<file path="config.mk">
export PLATFORM = sky130hd
export DESIGN_NAME = nibble_serial_add
export DESIGN_NICKNAME = d
export VERILOG_FILES = /design/src/rtl/nibble_serial_add.sv
export SDC_FILE = /design/constraint.sdc
export NUM_CORES = 1
export LEC_CHECK = 0
export ABC_AREA = 1
export CAP_MARGIN = 20
export CELL_PAD_IN_SITES_DETAIL_PLACEMENT = 1
export CELL_PAD_IN_SITES_GLOBAL_PLACEMENT = 1
export CORE_MARGIN = 2
export CORE_UTILIZATION = 30
export DETAILED_ROUTE_END_ITERATION = 12
export GPL_TIMING_DRIVEN = 0
export PLACE_DENSITY = 0.71
export SLEW_MARGIN = 20
export SYNTH_ARGS = -nofsm -noshare
export SYNTH_HDL_FRONTEND = slang
export SYNTH_SLANG_ARGS = --single-unit
</file>
<file path="constraint.sdc">
create_clock -name clk -period 3.45 [get_ports clk]
set_input_delay 1.035 -clock clk [delete_from_list [all_inputs] [get_ports clk]]
set_output_delay 1.035 -clock clk [all_outputs]
set_load 0.02 [all_outputs]
</file>
<file path="src/rtl/nibble_serial_add.sv">
// rtl/nibble_serial_add.sv - wide adder built from one 4-bit slice, one nibble per clock
// Optional signed-overflow flag `ovf` is built only when SIGNED_OVF_EN is defined.

module carry_adder (
  input  logic [3:0] a,
  input  logic [3:0] b,
  input  logic       cin,
  output logic [3:0] sum,
  output logic       cout
);
  assign {cout, sum} = {1'b0, a} + {1'b0, b} + {4'b0000, cin};
endmodule

module nibble_serial_add #(
  parameter int WORDS = 4
) (
  input  logic               clk,
  input  logic               rst_n,
  input  logic               start,
  input  logic [4*WORDS-1:0] a,
  input  logic [4*WORDS-1:0] b,
  input  logic               cin,
  output logic               busy,
  output logic               done,
  output logic [4*WORDS-1:0] sum,
  output logic               cout
`ifdef SIGNED_OVF_EN
  ,
  output logic               ovf
`endif
);
  localparam int W  = 4 * WORDS;
  localparam int IW = $clog2(WORDS);

  typedef enum logic [1:0] {
    S_IDLE = 2'd0,
    S_RUN  = 2'd1,
    S_DONE = 2'd2
  } state_e;

  state_e          state_q, state_d;
  logic [IW-1:0]   idx_q, idx_d;
  logic [W-1:0]    a_q, a_d;
  logic [W-1:0]    b_q, b_d;
  logic [W-1:0]    sum_q, sum_d;
  logic            carry_q, carry_d;
  logic            cout_q, cout_d;
`ifdef SIGNED_OVF_EN
  logic            ovf_q, ovf_d;
`endif

  logic            accept;
  logic            last;
  logic [IW+1:0]   base;
  logic [3:0]      slice_a;
  logic [3:0]      slice_b;
  logic [3:0]      slice_sum;
  logic            slice_cout;

  // start is only honoured outside RUN; DONE doubles as the restart slot
  assign accept  = start && (state_q != S_RUN);
  assign last    = (state_q == S_RUN) && (idx_q == IW'(WORDS - 1));
  assign base    = {idx_q, 2'b00};
  assign slice_a = a_q[base +: 4];
  assign slice_b = b_q[base +: 4];

  carry_adder u_slice (
    .a    (slice_a),
    .b    (slice_b),
    .cin  (carry_q),
    .sum  (slice_sum),
    .cout (slice_cout)
  );

  always_ff @(posedge clk or negedge rst_n) begin
    if (!rst_n) begin
      state_q <= S_IDLE;
    end else begin
      state_q <= state_d;
    end
  end

  always_comb begin
    state_d = state_q;
    case (state_q)
      S_IDLE:  if (start) state_d = S_RUN;
      S_RUN:   if (last)  state_d = S_DONE;
      S_DONE:  state_d = start ? S_RUN : S_IDLE;
      default: state_d = S_IDLE;
    endcase
  end

  always_comb begin
    busy = (state_q == S_RUN);
    done = (state_q == S_DONE);
  end

  always_comb begin
    idx_d   = idx_q;
    a_d     = a_q;
    b_d     = b_q;
    sum_d   = sum_q;
    carry_d = carry_q;
    cout_d  = cout_q;
`ifdef SIGNED_OVF_EN
    ovf_d   = ovf_q;
`endif
    if (accept) begin
      a_d     = a;
      b_d     = b;
      carry_d = cin;
      idx_d   = '0;
    end else if (state_q == S_RUN) begin
      sum_d[base +: 4] = slice_sum;
      carry_d          = slice_cout;
      if (last) begin
        cout_d = slice_cout;
`ifdef SIGNED_OVF_EN
        ovf_d  = (a_q[W-1] == b_q[W-1]) && (slice_sum[3] != a_q[W-1]);
`endif
      end else begin
        idx_d = idx_q + IW'(1);
      end
    end
  end

  always_ff @(posedge clk or negedge rst_n) begin
    if (!rst_n) begin
      idx_q   <= '0;
      a_q     <= '0;
      b_q     <= '0;
      sum_q   <= '0;
      carry_q <= 1'b0;
      cout_q  <= 1'b0;
`ifdef SIGNED_OVF_EN
      ovf_q   <= 1'b0;
`endif
    end else begin
      idx_q   <= idx_d;
      a_q     <= a_d;
      b_q     <= b_d;
      sum_q   <= sum_d;
      carry_q <= carry_d;
      cout_q  <= cout_d;
`ifdef SIGNED_OVF_EN
      ovf_q   <= ovf_d;
`endif
    end
  end

  assign sum  = sum_q;
  assign cout = cout_q;
`ifdef SIGNED_OVF_EN
  assign ovf  = ovf_q;
`endif

endmodule

</file>
; Word-level counts from Yosys, hierarchy flattened
; Cells that the tools add are included.
[totals]
reg_bits = 54
latch_bits = 0
ram_bits = 0
rom_bits = 0
out_inout_bits = 19
word_cells = 41
mem_count = 0
[op_classes]
n_addsub = 4
n_mul = 0
div_mod_pow = 0
magnitude_cmp = 0
eq_ne = 7
shift = 4
mux = 10
bitwise_logic = 1
reduce_logical = 8
[ops]
columns = cell, count
row1 = 16-bit by 5-bit indexed part select with 4-bit output, 2
row2 = 16-bit bitwise mux, 1
row3 = "4-bit by 6-bit variable shift with 16-bit output, first input constant", 1
row4 = 4-bit by 6-bit indexed part select with 16-bit output, 1
row5 = 2-bit 2-to-1 mux, 5
row6 = 4-bit negation with 6-bit output, 1
row7 = 2-bit one-hot mux with 3 select lines, 1
row8 = 2-bit AND reduction, 3
row9 = 4-bit by 4-bit adder with 5-bit output, 1
row10 = 5-bit by 1-bit adder with 5-bit output, 1
row11 = "2-bit == test, second input constant", 2
row12 = "2-bit by 1-bit inequality test with 1-bit output, second input constant", 2
row13 = "2-bit inequality test, second input constant", 2
row14 = 1-bit 2-to-1 mux, 3
row15 = 3-bit AND reduction, 1
row16 = "2-bit by 1-bit adder with 2-bit output, second input constant", 1
row17 = "2-bit by 1-bit == test with 1-bit output, second input constant", 1
row18 = 1-bit logical AND, 2
row19 = 2-bit logical NOT, 1
row20 = 2-bit nonzero test, 1
row21 = 1-bit NOT, 1

; Depth between registers and ports, before layout
; Gate-level depths: netlist (run 1).
[logic_depth]
ltp_word = 5
mapped_depth = 12

; By module
; From an unflattened synthesis (run 1), not the netlist that was laid out.
[hier_totals]
cells_unflattened = 355
hier_area_um2 = 2737.6
[by_module_without_submodules]
columns = module, n_inst, cells_per_inst, area_each_um2, seq_area_each_um2
row1 = nibble_serial_add, 1, 330, 2572.5, 1351.3
row2 = carry_adder, 1, 25, 165.2, 0.0

; Worst setup path after synthesis (run 1)
; No wires, ideal clock.
[synth_timing]
path_kind = reg-to-reg
startpoint = register idx_q[0]
endpoint = register sum_q[10], in the netlist sum[10]
setup_ps = 83
t_arrival_ps = 2301
t_required_ps = 3367
slack_ps = 1066
path_stages_with_launch = 12
path_buffers = 2
synth_period_minus_slack_ps = 2384
cell_sequence = dfrtp_1 > inv_1 > buf_2 > buf_4 > o21ai_1 > o22ai_1 > fa_1 > fa_1 > xnor2_1 > nor2_1 > nand3_1 > o21ai_0
[synth_between]
elab_chain_len = 5
word_cells_on_any_way = 8
cone_classes = 3 x add/sub / 4 x shift / 1 x mux
[synth_rtl]
columns = item, line
row1 = from (decl), 42  ; logic [IW-1:0] idx_q, idx_d;
row2 = from (signal assigned), 139  ; idx_q <= idx_d;
row3 = 16-bit by 5-bit indexed part select with 4-bit output (on tied branches), "64, 65"
row4 = 4-bit by 4-bit adder with 5-bit output, 11  ; assign {cout, sum} = {1'b0, a} + {1'b0, b} + {4'b0000, cin};
row5 = 5-bit by 1-bit adder with 5-bit output, 11
row6 = 4-bit by 6-bit indexed part select with 16-bit output, 114  ; sum_d[base +: 4] = slice_sum;
row7 = 16-bit bitwise mux (*), 114
row8 = to (signal assigned), 142  ; sum_q <= sum_d;
row9 = to (decl), 45  ; logic [W-1:0] sum_q, sum_d;
; Every way passes the cells marked *; elsewhere a longest branch is shown, timed or not.
; A chain may end at the register's enable or synchronous reset.

; Worst setup path after layout (run 1)
[layout_timing]
startpoint = register idx_q[1]
endpoint = register sum_q[10], in the netlist sum[10]
; The elaborated chain is that of the path after synthesis.

==> results of run 1 <==
==> state kept, by name (all words and copies together), names as in the netlist <==
name,count
state_q,2
b_q,16
a_q,16
cout,1
carry_q,1
idx_q,2
sum,16
==> report_power, final <==
part | total, mW | leakage (nW) | switching [mW] | internal [mW]
registers | 1.10 | 0.670 | 0.192 | 0.913
logic | 2.04 | 0.874 | 1.13 | 0.914
clock network | 0.431 | 0.0504 | 0.215 | 0.216
==> layer usage <==
| layer | GRT usage | vias up |
|---|---|---|
| met3 | 0.0305 | 5 |
| met5 | 0 | - |
| met1 | 0.180 | 937 |
| li1 | - | 934 |
| met4 | 0.0285 | 0 |
| met2 | 0.238 | 39 |
==> stage by stage <==
stage               area, um^2   util
floorplan                 2680      -
global placement          3360  0.387
CTS                       3470  0.400
global route              3470  0.400
detailed placement        3360  0.387
finish                    3470  0.400
==> layout make-up <==
class | count | share of cell area
clock buffer | 5 | 0.0198
multi-input combinational | 162 | 0.347
timing repair buffer | 54 | 0.155
sequential | 54 | 0.389
clock inverter | 3 | 0.0130
tap | 108 | 0.0389
buffer | 8 | 0.0166
inverter | 17 | 0.0198
==> worst max-delay path, stage by stage, from the launching register on <==
cell,delay (ns)
sky130_fd_sc_hd__dfrtp_1,0.38
sky130_fd_sc_hd__clkbuf_1,0.34
sky130_fd_sc_hd__inv_1,0.29
sky130_fd_sc_hd__o21ai_0,0.15
sky130_fd_sc_hd__o22ai_1,0.14
sky130_fd_sc_hd__fa_1,0.44
sky130_fd_sc_hd__fa_1,0.42
sky130_fd_sc_hd__xnor2_1,0.19
sky130_fd_sc_hd__nor2_1,0.18
sky130_fd_sc_hd__nand3_1,0.10
sky130_fd_sc_hd__o21ai_0,0.18
==> cell families (layout without fill, tap and decap cells) <==
kind of cell	after synthesis	count (layout)	synth area share
AOI/OAI and AO/OA	44	44	0.0910
xor gates and xnor gates	1	1	0.00327
adders and majority gates	10	10	0.0522
buffers and inverters	25	87	0.0471
DFF	54	54	0.504
muxes	32	32	0.174
and+or+nand+nor	75	75	0.129
==> layout by cell type (no fill, tap or decap), types with 3 or more instances in the layout <==
master	synthesis	routed
sky130_fd_sc_hd__dfrtp_1	54	54
sky130_fd_sc_hd__clkdlybuf4s50_1	0	53
sky130_fd_sc_hd__nand2_1	33	33
sky130_fd_sc_hd__mux2_4	28	28
sky130_fd_sc_hd__o21ai_0	27	27
sky130_fd_sc_hd__nor2_1	19	19
sky130_fd_sc_hd__inv_1	16	16
sky130_fd_sc_hd__nand3_1	12	12
sky130_fd_sc_hd__o22ai_1	8	8
sky130_fd_sc_hd__ha_1	8	8
sky130_fd_sc_hd__clkbuf_8	0	5
sky130_fd_sc_hd__nand2_4	4	4
sky130_fd_sc_hd__mux2_2	4	4
sky130_fd_sc_hd__clkbuf_1	3	3
sky130_fd_sc_hd__o21ai_1	3	3
sky130_fd_sc_hd__buf_6	3	3
sky130_fd_sc_hd__nand4_1	3	3
sky130_fd_sc_hd__o21ai_2	3	3
==> how the worst max path moves through the flow <==
stage          startpoint      end  slack [ns]  cells past startpoint
6_report         idx_q[1]  sum[10]        0.56                     10
3_5_place_dp     idx_q[1]  sum[10]        0.55                     10
3_3_place_gp        rst_n   b_q[0]       -0.23                      1
5_1_grt          idx_q[1]  sum[10]        0.36                     10
2_1_floorplan    idx_q[0]  sum[10]        1.07                     11
4_1_cts          idx_q[1]  sum[10]        0.54                     10
==> impl_metrics.prom, run 1 <==
# TYPE chip_impl_metric gauge
chip_impl_metric{name="dpl.cell_count",unit=""} 403
chip_impl_metric{name="drv_slew",unit=""} 0
chip_impl_info{name="cp-start-kind",value="flop"} 1
chip_impl_metric{name="route.layer.met1.wl",unit="um"} 2830
chip_impl_metric{name="synth.yosys.seq_area_share",unit=""} 0.504
chip_impl_metric{name="ratio_of_final_minimum_period_to_clock_period",unit=""} 0.838
chip_impl_info{name="cts-root-buf",value="sky130_fd_sc_hd__clkbuf_8"} 1
chip_impl_metric{name="grt.total_usage",unit=""} 0.138
chip_impl_info{name="highest_layer",value="met4"} 1
chip_impl_metric{name="wl_met3",unit="um"} 239
chip_impl_metric{name="synth_top_area_share",unit=""} 0.504
chip_impl_metric{name="yosysUniqueCellTypes",unit=""} 26
chip_impl_metric{name="share_of_layout_cells_above_drive_strength_1",unit=""} 0.191
chip_impl_metric{name="grt_pass1_wl",unit="um"} 10700
chip_impl_metric{name="numCtsBuffers",unit=""} 5
chip_impl_metric{name="drt_pass1_iterations",unit=""} 4
chip_impl_metric{name="synth_async_sr_flop_share",unit=""} 1.00
chip_impl_metric{name="hold_violations_final",unit=""} 0
chip_impl_info{name="crit-reg2reg-capture",value="sum[10]"} 1
chip_impl_metric{name="design.die.area",unit="um^2"} 9710
chip_impl_metric{name="dpl.hpwl",unit="um"} 4780
chip_impl_metric{name="wire_per_inst",unit="um"} 15.2
chip_impl_metric{name="maxSlewHeadroom",unit=""} 0.546
chip_impl_metric{name="number_of_buffers_on_the_longest_clock_path",unit=""} 2
chip_impl_metric{name="row_count",unit=""} 34
chip_impl_metric{name="area_growth",unit="%"} 29.3
chip_impl_metric{name="dr_wl_met2",unit="um"} 3140
chip_impl_metric{name="dr.first_iter.drc_count",unit=""} 64
chip_impl_metric{name="seq_area",unit="um^2"} 1350
chip_impl_metric{name="die_outline_width",unit="um"} 98.6
chip_impl_metric{name="routed_via_density",unit=""} 4.66
chip_impl_metric{name="post-cts-setup-buffers",unit=""} 0
chip_impl_metric{name="reg2reg_setup_slack",unit="ns"} 0.56
chip_impl_metric{name="synth_edf_count",unit=""} 0
chip_impl_info{name="ys_top_cells_by_count",value="sky130_fd_sc_hd__dfrtp_1 (54), sky130_fd_sc_hd__nand2_1 (33), sky130_fd_sc_hd__mux2_4 (28)"} 1
chip_impl_metric{name="holdWs",unit="ns"} 0.493
chip_impl_info{name="status",value="finished clean"} 1
chip_impl_metric{name="route.detailed.drc",unit=""} 0
chip_impl_metric{name="cts_resized",unit=""} 0
chip_impl_metric{name="finalNonFillerCells",unit=""} 411
chip_impl_metric{name="worst-slew-pin-transition",unit="ns"} 0.680
chip_impl_metric{name="critical_path_peak_fanout",unit=""} 11
chip_impl_info{name="synth_top_flop_cell",value="sky130_fd_sc_hd__dfrtp_1"} 1
chip_impl_metric{name="setup_slack",unit="ns"} 0.560
chip_impl_metric{name="timing.clock.skew",unit="ns"} 0.00901
chip_impl_metric{name="vdd_ir_drop_max",unit="mV"} 0.435
chip_impl_metric{name="io_buffers",unit=""} 54
chip_impl_metric{name="cts.reportedPaths.clkPinSlew",unit="ns"} 0.10
chip_impl_metric{name="final.setup.tns",unit="ns"} 0
chip_impl_metric{name="antenna_cells_inserted",unit=""} 0
chip_impl_info{name="timing.hold.worst_endpoint",value="sum[1]"} 1
chip_impl_metric{name="num_vias",unit=""} 1915
chip_impl_info{name="hold_class",value="reg -> reg"} 1
chip_impl_metric{name="critical_path_arrival",unit="ns"} 3.12
chip_impl_metric{name="fp.coreArea",unit="um^2"} 8680
chip_impl_metric{name="die_ht",unit="um"} 98.6
chip_impl_metric{name="area_of_the_multi_input_gates",unit="um^2"} 1200
chip_impl_info{name="yosys.cell_count.top_type",value="sky130_fd_sc_hd__dfrtp_1"} 1
chip_impl_metric{name="cts_num_sinks",unit=""} 54
chip_impl_metric{name="post_synth_inst_count",unit=""} 241
chip_impl_metric{name="static-leakage-power",unit="nW"} 1.59
chip_impl_metric{name="cap_violations",unit=""} 0
chip_impl_metric{name="number_of_setup_violations_in_the_final_report",unit=""} 0
chip_impl_metric{name="gp_routability_congestion",unit=""} 0.788
chip_impl_metric{name="htree_levels",unit=""} 2
chip_impl_metric{name="timing.reg2reg.worst_path_depth",unit=""} 10
chip_impl_metric{name="maxClockFrequency",unit="MHz"} 346
chip_impl_metric{name="antenna_found_initial",unit=""} 0
chip_impl_info{name="regToRegStartpoint",value="idx_q[1]"} 1
chip_impl_metric{name="syn_avg_cell_area",unit="um^2"} 11.1
chip_impl_info{name="tritoncts_clock_tree",value="yes"} 1
chip_impl_metric{name="ios",unit=""} 55
chip_impl_metric{name="ant_nets",unit=""} 0
chip_impl_metric{name="power_density",unit="nW/um^2"} 1030
chip_impl_info{name="yosys-top-cells-area",value="sky130_fd_sc_hd__dfrtp_1 (50%), sky130_fd_sc_hd__mux2_4 (16%), sky130_fd_sc_hd__o21ai_0 (5.0%), sky130_fd_sc_hd__nand2_1 (4.6%), sky130_fd_sc_hd__ha_1 (3.7%)"} 1
chip_impl_metric{name="cts_hold_buf",unit=""} 0
chip_impl_metric{name="total_power",unit="mW"} 3.58
chip_impl_info{name="critPathKind",value="reg -> reg"} 1
chip_impl_metric{name="n_fill_cell",unit=""} 984
chip_impl_metric{name="grt_max_degree",unit=""} 55
chip_impl_metric{name="globalRoute.totalOverflow",unit=""} 0
chip_impl_metric{name="final_period_minus_worst_setup_slack",unit="ns"} 2.89
chip_impl_metric{name="critical_path_required_time",unit="ns"} 3.68
chip_impl_metric{name="synth.ff_latch_count",unit=""} 54
chip_impl_metric{name="clock_latency",unit="ns"} 0.31
chip_impl_metric{name="initial_utilization",unit=""} 0.309
chip_impl_metric{name="hold_depth",unit=""} 2
chip_impl_info{name="rsz0062_at_grt",value="no"} 1
chip_impl_metric{name="place_ws",unit="ns"} 0.550
chip_impl_metric{name="finalWirelength",unit="um"} 6260
chip_impl_info{name="synth_largest_area_cell",value="sky130_fd_sc_hd__dfrtp_1"} 1
chip_impl_info{name="critPathCaptureType",value="flop"} 1
chip_impl_metric{name="ys.warnings.count",unit=""} 0
chip_impl_metric{name="grt_pass1_vias",unit=""} 2118
chip_impl_metric{name="syn_area",unit="um^2"} 2680
chip_impl_metric{name="final_stage_net_count",unit=""} 348
chip_impl_info{name="holdCritStartpoint",value="sum[1]"} 1
chip_impl_metric{name="syn-num-nets",unit=""} 287
(Power assumes the default switching activity.)
==> run 2, diff against run 1 <==
- clock period: 3.45 -> 2.9 ns (I/O delays scaled with it)
==> impl_metrics.prom, run 2 (synthesis results as in run 1) <==
# TYPE chip_impl_metric gauge
chip_impl_metric{name="switching_share",unit=""} 0.427
chip_impl_metric{name="critical_path_peak_fanout",unit=""} 12
chip_impl_metric{name="clock_latency",unit="ns"} 0.31
chip_impl_info{name="cp-start-kind",value="flop"} 1
chip_impl_metric{name="number_of_buffers_on_the_longest_clock_path",unit=""} 2
chip_impl_metric{name="final_stage_net_count",unit=""} 348
chip_impl_metric{name="final_area",unit="um^2"} 3480
chip_impl_metric{name="grt.total_usage",unit=""} 0.138
chip_impl_info{name="crit-reg2reg-capture",value="sum[10]"} 1
chip_impl_metric{name="reg2reg_setup_slack",unit="ns"} 0.20
chip_impl_metric{name="num_vias",unit=""} 1918
chip_impl_metric{name="finalWirelength",unit="um"} 6300
chip_impl_metric{name="die_outline_width",unit="um"} 98.6
chip_impl_info{name="regToRegStartpoint",value="idx_q[0]"} 1
chip_impl_metric{name="place_ws",unit="ns"} -0.0000377
chip_impl_metric{name="finalNonFillerCells",unit=""} 411
chip_impl_metric{name="maxSlewHeadroom",unit=""} 0.543
chip_impl_metric{name="power.share.clock",unit=""} 0.120
chip_impl_metric{name="power_density",unit="nW/um^2"} 1230
chip_impl_metric{name="grt_pass1_wl",unit="um"} 10700
chip_impl_metric{name="cts_num_sinks",unit=""} 54
chip_impl_metric{name="internal_power_contribution",unit="mW"} 2.45
chip_impl_metric{name="final_period_minus_worst_setup_slack",unit="ns"} 2.70
chip_impl_metric{name="drv_slew",unit=""} 0
chip_impl_info{name="status",value="finished clean"} 1
chip_impl_metric{name="netSwitchingPower",unit="mW"} 1.83
chip_impl_metric{name="io_buffers",unit=""} 54
chip_impl_metric{name="critical_path_arrival",unit="ns"} 2.93
chip_impl_metric{name="htree_levels",unit=""} 2
chip_impl_metric{name="grt_max_degree",unit=""} 55
chip_impl_metric{name="comb_power_share",unit=""} 0.570
chip_impl_metric{name="ratio_of_final_minimum_period_to_clock_period",unit=""} 0.932
chip_impl_metric{name="total_power",unit="mW"} 4.28
chip_impl_metric{name="area_of_the_multi_input_gates",unit="um^2"} 1210
chip_impl_metric{name="dpl.hpwl",unit="um"} 4780
chip_impl_metric{name="fp.coreArea",unit="um^2"} 8680
chip_impl_metric{name="cts.reportedPaths.clkPinSlew",unit="ns"} 0.10
chip_impl_metric{name="vdd_ir_drop_max",unit="mV"} 0.521
chip_impl_metric{name="drt_pass1_iterations",unit=""} 4
chip_impl_metric{name="route.detailed.drc",unit=""} 0
chip_impl_metric{name="dpl.cell_count",unit=""} 403
chip_impl_metric{name="cap_violations",unit=""} 0
chip_impl_metric{name="ant_nets",unit=""} 0
chip_impl_metric{name="holdWs",unit="ns"} 0.493
chip_impl_metric{name="maxClockFrequency",unit="MHz"} 370
chip_impl_metric{name="area_growth",unit="%"} 29.6
chip_impl_metric{name="hold_violations_final",unit=""} 0
chip_impl_metric{name="dr.first_iter.drc_count",unit=""} 64
chip_impl_metric{name="globalRoute.totalOverflow",unit=""} 0
chip_impl_info{name="cts-root-buf",value="sky130_fd_sc_hd__clkbuf_8"} 1
chip_impl_info{name="highest_layer",value="met4"} 1
chip_impl_info{name="tritoncts_clock_tree",value="yes"} 1
chip_impl_metric{name="wl_met3",unit="um"} 239
chip_impl_metric{name="timing.clock.skew",unit="ns"} 0.00946
chip_impl_metric{name="grt_pass1_vias",unit=""} 2120
chip_impl_info{name="critPathKind",value="reg -> reg"} 1
chip_impl_metric{name="timing.reg2reg.worst_path_depth",unit=""} 11
chip_impl_info{name="endpoint",value="sum[10]"} 1
chip_impl_metric{name="share_of_layout_cells_above_drive_strength_1",unit=""} 0.201
chip_impl_metric{name="gp_routability_congestion",unit=""} 0.788
chip_impl_metric{name="n_fill_cell",unit=""} 986
chip_impl_metric{name="route.layer.met1.wl",unit="um"} 2850
chip_impl_info{name="hold_class",value="reg -> reg"} 1
chip_impl_info{name="layout.cells.most_common_list",value="sky130_fd_sc_hd__dfrtp_1 (53), sky130_fd_sc_hd__clkdlybuf4s50_1 (53), sky130_fd_sc_hd__nand2_1 (33), sky130_fd_sc_hd__mux2_4 (28), sky130_fd_sc_hd__o21ai_0 (27)"} 1
chip_impl_metric{name="ios",unit=""} 55
chip_impl_metric{name="antenna_found_initial",unit=""} 0
chip_impl_metric{name="number_of_setup_violations_in_the_final_report",unit=""} 0
chip_impl_metric{name="row_count",unit=""} 34
chip_impl_metric{name="die_ht",unit="um"} 98.6
chip_impl_metric{name="dr_wl_met2",unit="um"} 3170
chip_impl_metric{name="numCtsBuffers",unit=""} 5
chip_impl_metric{name="seq_power_share",unit=""} 0.310
chip_impl_info{name="critPathCaptureType",value="flop"} 1
chip_impl_metric{name="seq_area",unit="um^2"} 1350
chip_impl_metric{name="critical_path_required_time",unit="ns"} 3.13
chip_impl_metric{name="design.die.area",unit="um^2"} 9710
chip_impl_metric{name="detailed_place.area",unit="um^2"} 3360
chip_impl_metric{name="antenna_cells_inserted",unit=""} 0
chip_impl_metric{name="worst-slew-pin-transition",unit="ns"} 0.686
chip_impl_metric{name="routed_via_density",unit=""} 4.67
chip_impl_metric{name="static-leakage-power",unit="nW"} 1.60
chip_impl_metric{name="wire_per_inst",unit="um"} 15.3
chip_impl_metric{name="initial_utilization",unit=""} 0.309
chip_impl_info{name="crit_path_start",value="idx_q[0]"} 1
chip_impl_metric{name="setup_slack",unit="ns"} 0.196
chip_impl_info{name="rsz0062_at_grt",value="no"} 1
-- run 2: cell types whose count changed in the layout (fill, tap and decap cells not counted) --
cell                       previous run  this run
sky130_fd_sc_hd__buf_4                2         3
sky130_fd_sc_hd__fa_1                 2         1
sky130_fd_sc_hd__fa_2                 0         1
sky130_fd_sc_hd__clkbuf_1             3         2
sky130_fd_sc_hd__dfrtp_2              0         1
sky130_fd_sc_hd__dfrtp_1             54        53
-- run 2: routing by layer --
| metal | global-route usage | vias to the layer above |
|---|---|---|
| met4 | 0.0285 | 0 |
| met1 | 0.180 | 941 |
| li1 | - | 933 |
| met3 | 0.0305 | 5 |
| met5 | 0 | - |
| met2 | 0.238 | 39 |
-- run 2: worst min-delay path by stage --
stage / start / end / slack (ns) / cells after the start
after floorplan: b_q[10] / b_q[10] / 0.48 / 1
after CTS: sum[1] / sum[1] / 0.50 / 2
after global routing: sum[3] / sum[3] / 0.53 / 2
after global placement: sum[10] / sum[10] / 0.47 / 2
after detailed placement: sum[1] / sum[1] / 0.47 / 2
final: sum[1] / sum[1] / 0.49 / 2
-- run 2: metrics by stage --
| stage | TNS, ns | utilization |
|---|---|---|
| detailed placement | -0.0000377 | 0.387 |
| global route | 0 | 0.401 |
| CTS | 0 | 0.399 |
| global placement | -32.93 | 0.387 |
| finish | 0 | 0.401 |
| floorplan | 0 | - |
-- run 2: power groups by stage --
stage	Clock, mW	Sequential, mW	Combinational (mW)
4_1_cts	0.534	1.34	2.45
5_1_grt	0.562	1.38	2.73
2_1_floorplan	0	1.33	1.69
3_5_place_dp	0	1.34	2.45
3_3_place_gp	0	1.32	2.39
6_report	0.512	1.33	2.44
-- run 2: critical path: stages (launching register included) --
cell	delay [ns]
sky130_fd_sc_hd__dfrtp_2	0.44
sky130_fd_sc_hd__inv_1	0.07
sky130_fd_sc_hd__buf_2	0.19
sky130_fd_sc_hd__buf_4	0.21
sky130_fd_sc_hd__nor2_1	0.10
sky130_fd_sc_hd__o22ai_1	0.15
sky130_fd_sc_hd__fa_2	0.39
sky130_fd_sc_hd__fa_1	0.41
sky130_fd_sc_hd__xnor2_1	0.19
sky130_fd_sc_hd__nor2_1	0.19
sky130_fd_sc_hd__nand3_1	0.10
sky130_fd_sc_hd__o21ai_0	0.18
-- run 2: cell type report --
class                   instances  area share
flip-flops and latches         54       0.389
clock inverters                 3      0.0130
multi-input cells             162       0.347
plain buffers                   7      0.0155
well taps                     108      0.0389
clock buffers                   5      0.0198
repair buffers                 55       0.157
inverters                      17      0.0198
-- run 2: what timing repair did --
item / 4_1_cts / 5_1_grt
pin swaps: 0 / 1
buffers inserted: 0 / 1
hold buffers: 0 / 0
gates resized for setup: 0 / 2
endpoints found under the setup margin: 1 / 6
==> run 3, diff against run 2 <==
- CORE_MARGIN: 2 -> unset
- SKIP_CTS_REPAIR_TIMING: unset -> 1
==> impl_metrics.prom, run 3 (synthesis results as in run 1) <==
# TYPE chip_impl_metric gauge
chip_impl_info{name="status",value="finished clean"} 1
chip_impl_metric{name="wire_per_inst",unit="um"} 15.0
chip_impl_metric{name="number_of_buffers_on_the_longest_clock_path",unit=""} 2
chip_impl_metric{name="setup_slack",unit="ns"} 0.214
chip_impl_metric{name="area_growth",unit="%"} 30.7
chip_impl_metric{name="grt_pass1_vias",unit=""} 2073
chip_impl_metric{name="wl_met3",unit="um"} 198
chip_impl_metric{name="dr_wl_met2",unit="um"} 3090
chip_impl_metric{name="route.detailed.drc",unit=""} 0
chip_impl_metric{name="numCtsBuffers",unit=""} 5
chip_impl_metric{name="gp_routability_congestion",unit=""} 0.766
chip_impl_metric{name="die_outline_width",unit="um"} 96.6
chip_impl_metric{name="holdWs",unit="ns"} 0.491
chip_impl_metric{name="share_of_layout_cells_above_drive_strength_1",unit=""} 0.220
chip_impl_metric{name="grt_max_degree",unit=""} 55
chip_impl_metric{name="antenna_found_initial",unit=""} 0
chip_impl_info{name="hold_class",value="reg -> reg"} 1
chip_impl_metric{name="vdd_ir_drop_max",unit="mV"} 0.466
chip_impl_metric{name="critical_path_required_time",unit="ns"} 3.13
chip_impl_metric{name="io_buffers",unit=""} 54
chip_impl_metric{name="num_vias",unit=""} 1963
chip_impl_metric{name="ios",unit=""} 55
chip_impl_metric{name="dpl.cell_count",unit=""} 403
chip_impl_metric{name="static-leakage-power",unit="nW"} 1.62
chip_impl_metric{name="maxSlewHeadroom",unit=""} 0.546
chip_impl_metric{name="htree_levels",unit=""} 2
chip_impl_metric{name="dr.first_iter.drc_count",unit=""} 90
chip_impl_info{name="critPathCaptureType",value="flop"} 1
chip_impl_metric{name="cts.reportedPaths.clkPinSlew",unit="ns"} 0.10
chip_impl_metric{name="grt.total_usage",unit=""} 0.150
chip_impl_info{name="rsz0062_at_grt",value="no"} 1
chip_impl_metric{name="fp.coreArea",unit="um^2"} 8680
chip_impl_metric{name="hold_violations_final",unit=""} 0
chip_impl_metric{name="cap_violations",unit=""} 0
chip_impl_metric{name="cts_num_sinks",unit=""} 54
chip_impl_metric{name="ratio_of_final_minimum_period_to_clock_period",unit=""} 0.926
chip_impl_metric{name="postLayoutCoreUtil",unit=""} 0.404
chip_impl_metric{name="final_stage_net_count",unit=""} 354
chip_impl_info{name="cp-start-kind",value="flop"} 1
chip_impl_metric{name="detailed_place.area",unit="um^2"} 3360
chip_impl_metric{name="row_count",unit=""} 34
chip_impl_metric{name="maxClockFrequency",unit="MHz"} 372
chip_impl_info{name="layout.cells.most_common_list",value="sky130_fd_sc_hd__dfrtp_1 (53), sky130_fd_sc_hd__clkdlybuf4s50_1 (53), sky130_fd_sc_hd__nand2_1 (33), sky130_fd_sc_hd__mux2_4 (28), sky130_fd_sc_hd__o21ai_0 (26)"} 1
chip_impl_metric{name="ant_nets",unit=""} 0
chip_impl_metric{name="drt_pass1_iterations",unit=""} 4
chip_impl_metric{name="power_density",unit="nW/um^2"} 1240
chip_impl_metric{name="initial_utilization",unit=""} 0.309
chip_impl_metric{name="grt_pass1_wl",unit="um"} 10500
chip_impl_metric{name="final_area",unit="um^2"} 3510
chip_impl_metric{name="dpl.hpwl",unit="um"} 4720
chip_impl_metric{name="routed_via_density",unit=""} 4.71
chip_impl_metric{name="timing.clock.skew",unit="ns"} 0.00975
chip_impl_info{name="cts-root-buf",value="sky130_fd_sc_hd__clkbuf_8"} 1
chip_impl_metric{name="total_power",unit="mW"} 4.33
chip_impl_metric{name="finalNonFillerCells",unit=""} 417
chip_impl_metric{name="place_ws",unit="ns"} -0.0742
chip_impl_metric{name="die_ht",unit="um"} 96.6
chip_impl_info{name="critPathKind",value="reg -> reg"} 1
chip_impl_metric{name="globalRoute.totalOverflow",unit=""} 0
chip_impl_metric{name="critical_path_arrival",unit="ns"} 2.91
chip_impl_metric{name="clock_latency",unit="ns"} 0.31
chip_impl_info{name="highest_layer",value="met4"} 1
chip_impl_metric{name="final_period_minus_worst_setup_slack",unit="ns"} 2.69
chip_impl_metric{name="n_fill_cell",unit=""} 987
chip_impl_metric{name="antenna_cells_inserted",unit=""} 0
chip_impl_metric{name="route.layer.met1.wl",unit="um"} 2910
chip_impl_metric{name="drv_slew",unit=""} 0
chip_impl_metric{name="finalWirelength",unit="um"} 6260
chip_impl_metric{name="number_of_setup_violations_in_the_final_report",unit=""} 0
chip_impl_metric{name="worst-slew-pin-transition",unit="ns"} 0.681
chip_impl_metric{name="design.die.area",unit="um^2"} 9320
chip_impl_metric{name="critical_path_peak_fanout",unit=""} 12
chip_impl_metric{name="final.setup.tns",unit="ns"} 0
chip_impl_info{name="tritoncts_clock_tree",value="yes"} 1
## run 3: changes by cell type in the layout (fill, tap and decap cells not counted), sizes merged
cell	previous run	this run
buf	7	11
clkinvlp	2	1
inv	16	15
bufinv	1	0
clkbuf	7	11
clkinv	1	2
## run 3: worst max-delay path, stage by stage (launching register included)
cell and delay [ns]:
sky130_fd_sc_hd__dfrtp_2 0.46, sky130_fd_sc_hd__inv_1 0.07, sky130_fd_sc_hd__buf_2 0.19, sky130_fd_sc_hd__buf_4 0.21, sky130_fd_sc_hd__o21ai_1 0.13, sky130_fd_sc_hd__o22ai_1 0.10, sky130_fd_sc_hd__fa_1 0.46, sky130_fd_sc_hd__fa_2 0.39
sky130_fd_sc_hd__xnor2_2 0.17, sky130_fd_sc_hd__nor2_1 0.17, sky130_fd_sc_hd__nand2_1 0.10, sky130_fd_sc_hd__o21ai_1 0.14
## run 3: cell type report
type | instances | area (um^2) | share of cell area
buffer | 8 | 58.8 | 0.0168
clock buffer | 7 | 86.3 | 0.0246
clock inverter | 1 | 5.00 | 0.00143
inverter | 17 | 72.6 | 0.0207
multi-input combinational | 162 | 1210 | 0.347
sequential | 54 | 1350 | 0.386
tap | 108 | 135 | 0.0385
timing repair buffer | 60 | 581 | 0.166
## run 3: final timing paths
check	start	end	slack (ns)	cells past startpoint
setup / recovery	idx_q[0]	sum[6]	0.21	11
hold / removal	cout	cout	0.49	2
setup reg to reg	idx_q[0]	sum[6]	0.21	11
hold reg to reg	cout	cout	0.49	2
max in group asynchronous	rst_n	a_q[0]	1.85	1
min in group asynchronous	rst_n	state_q[1]	0.58	1
## run 3: metal layers
layer  track usage  vias up
met5             0        -
met4        0.0355        0
met3        0.0297        6
met2         0.246       40
met1         0.205      967
li1              -      950
## run 3: report_power, final
group | leakage [nW] | switching (mW) | internal [mW]
logic | 0.905 | 1.40 | 1.19
registers | 0.669 | 0.219 | 1.09
clock network | 0.0482 | 0.244 | 0.193
total | 1.62 | 1.86 | 2.47
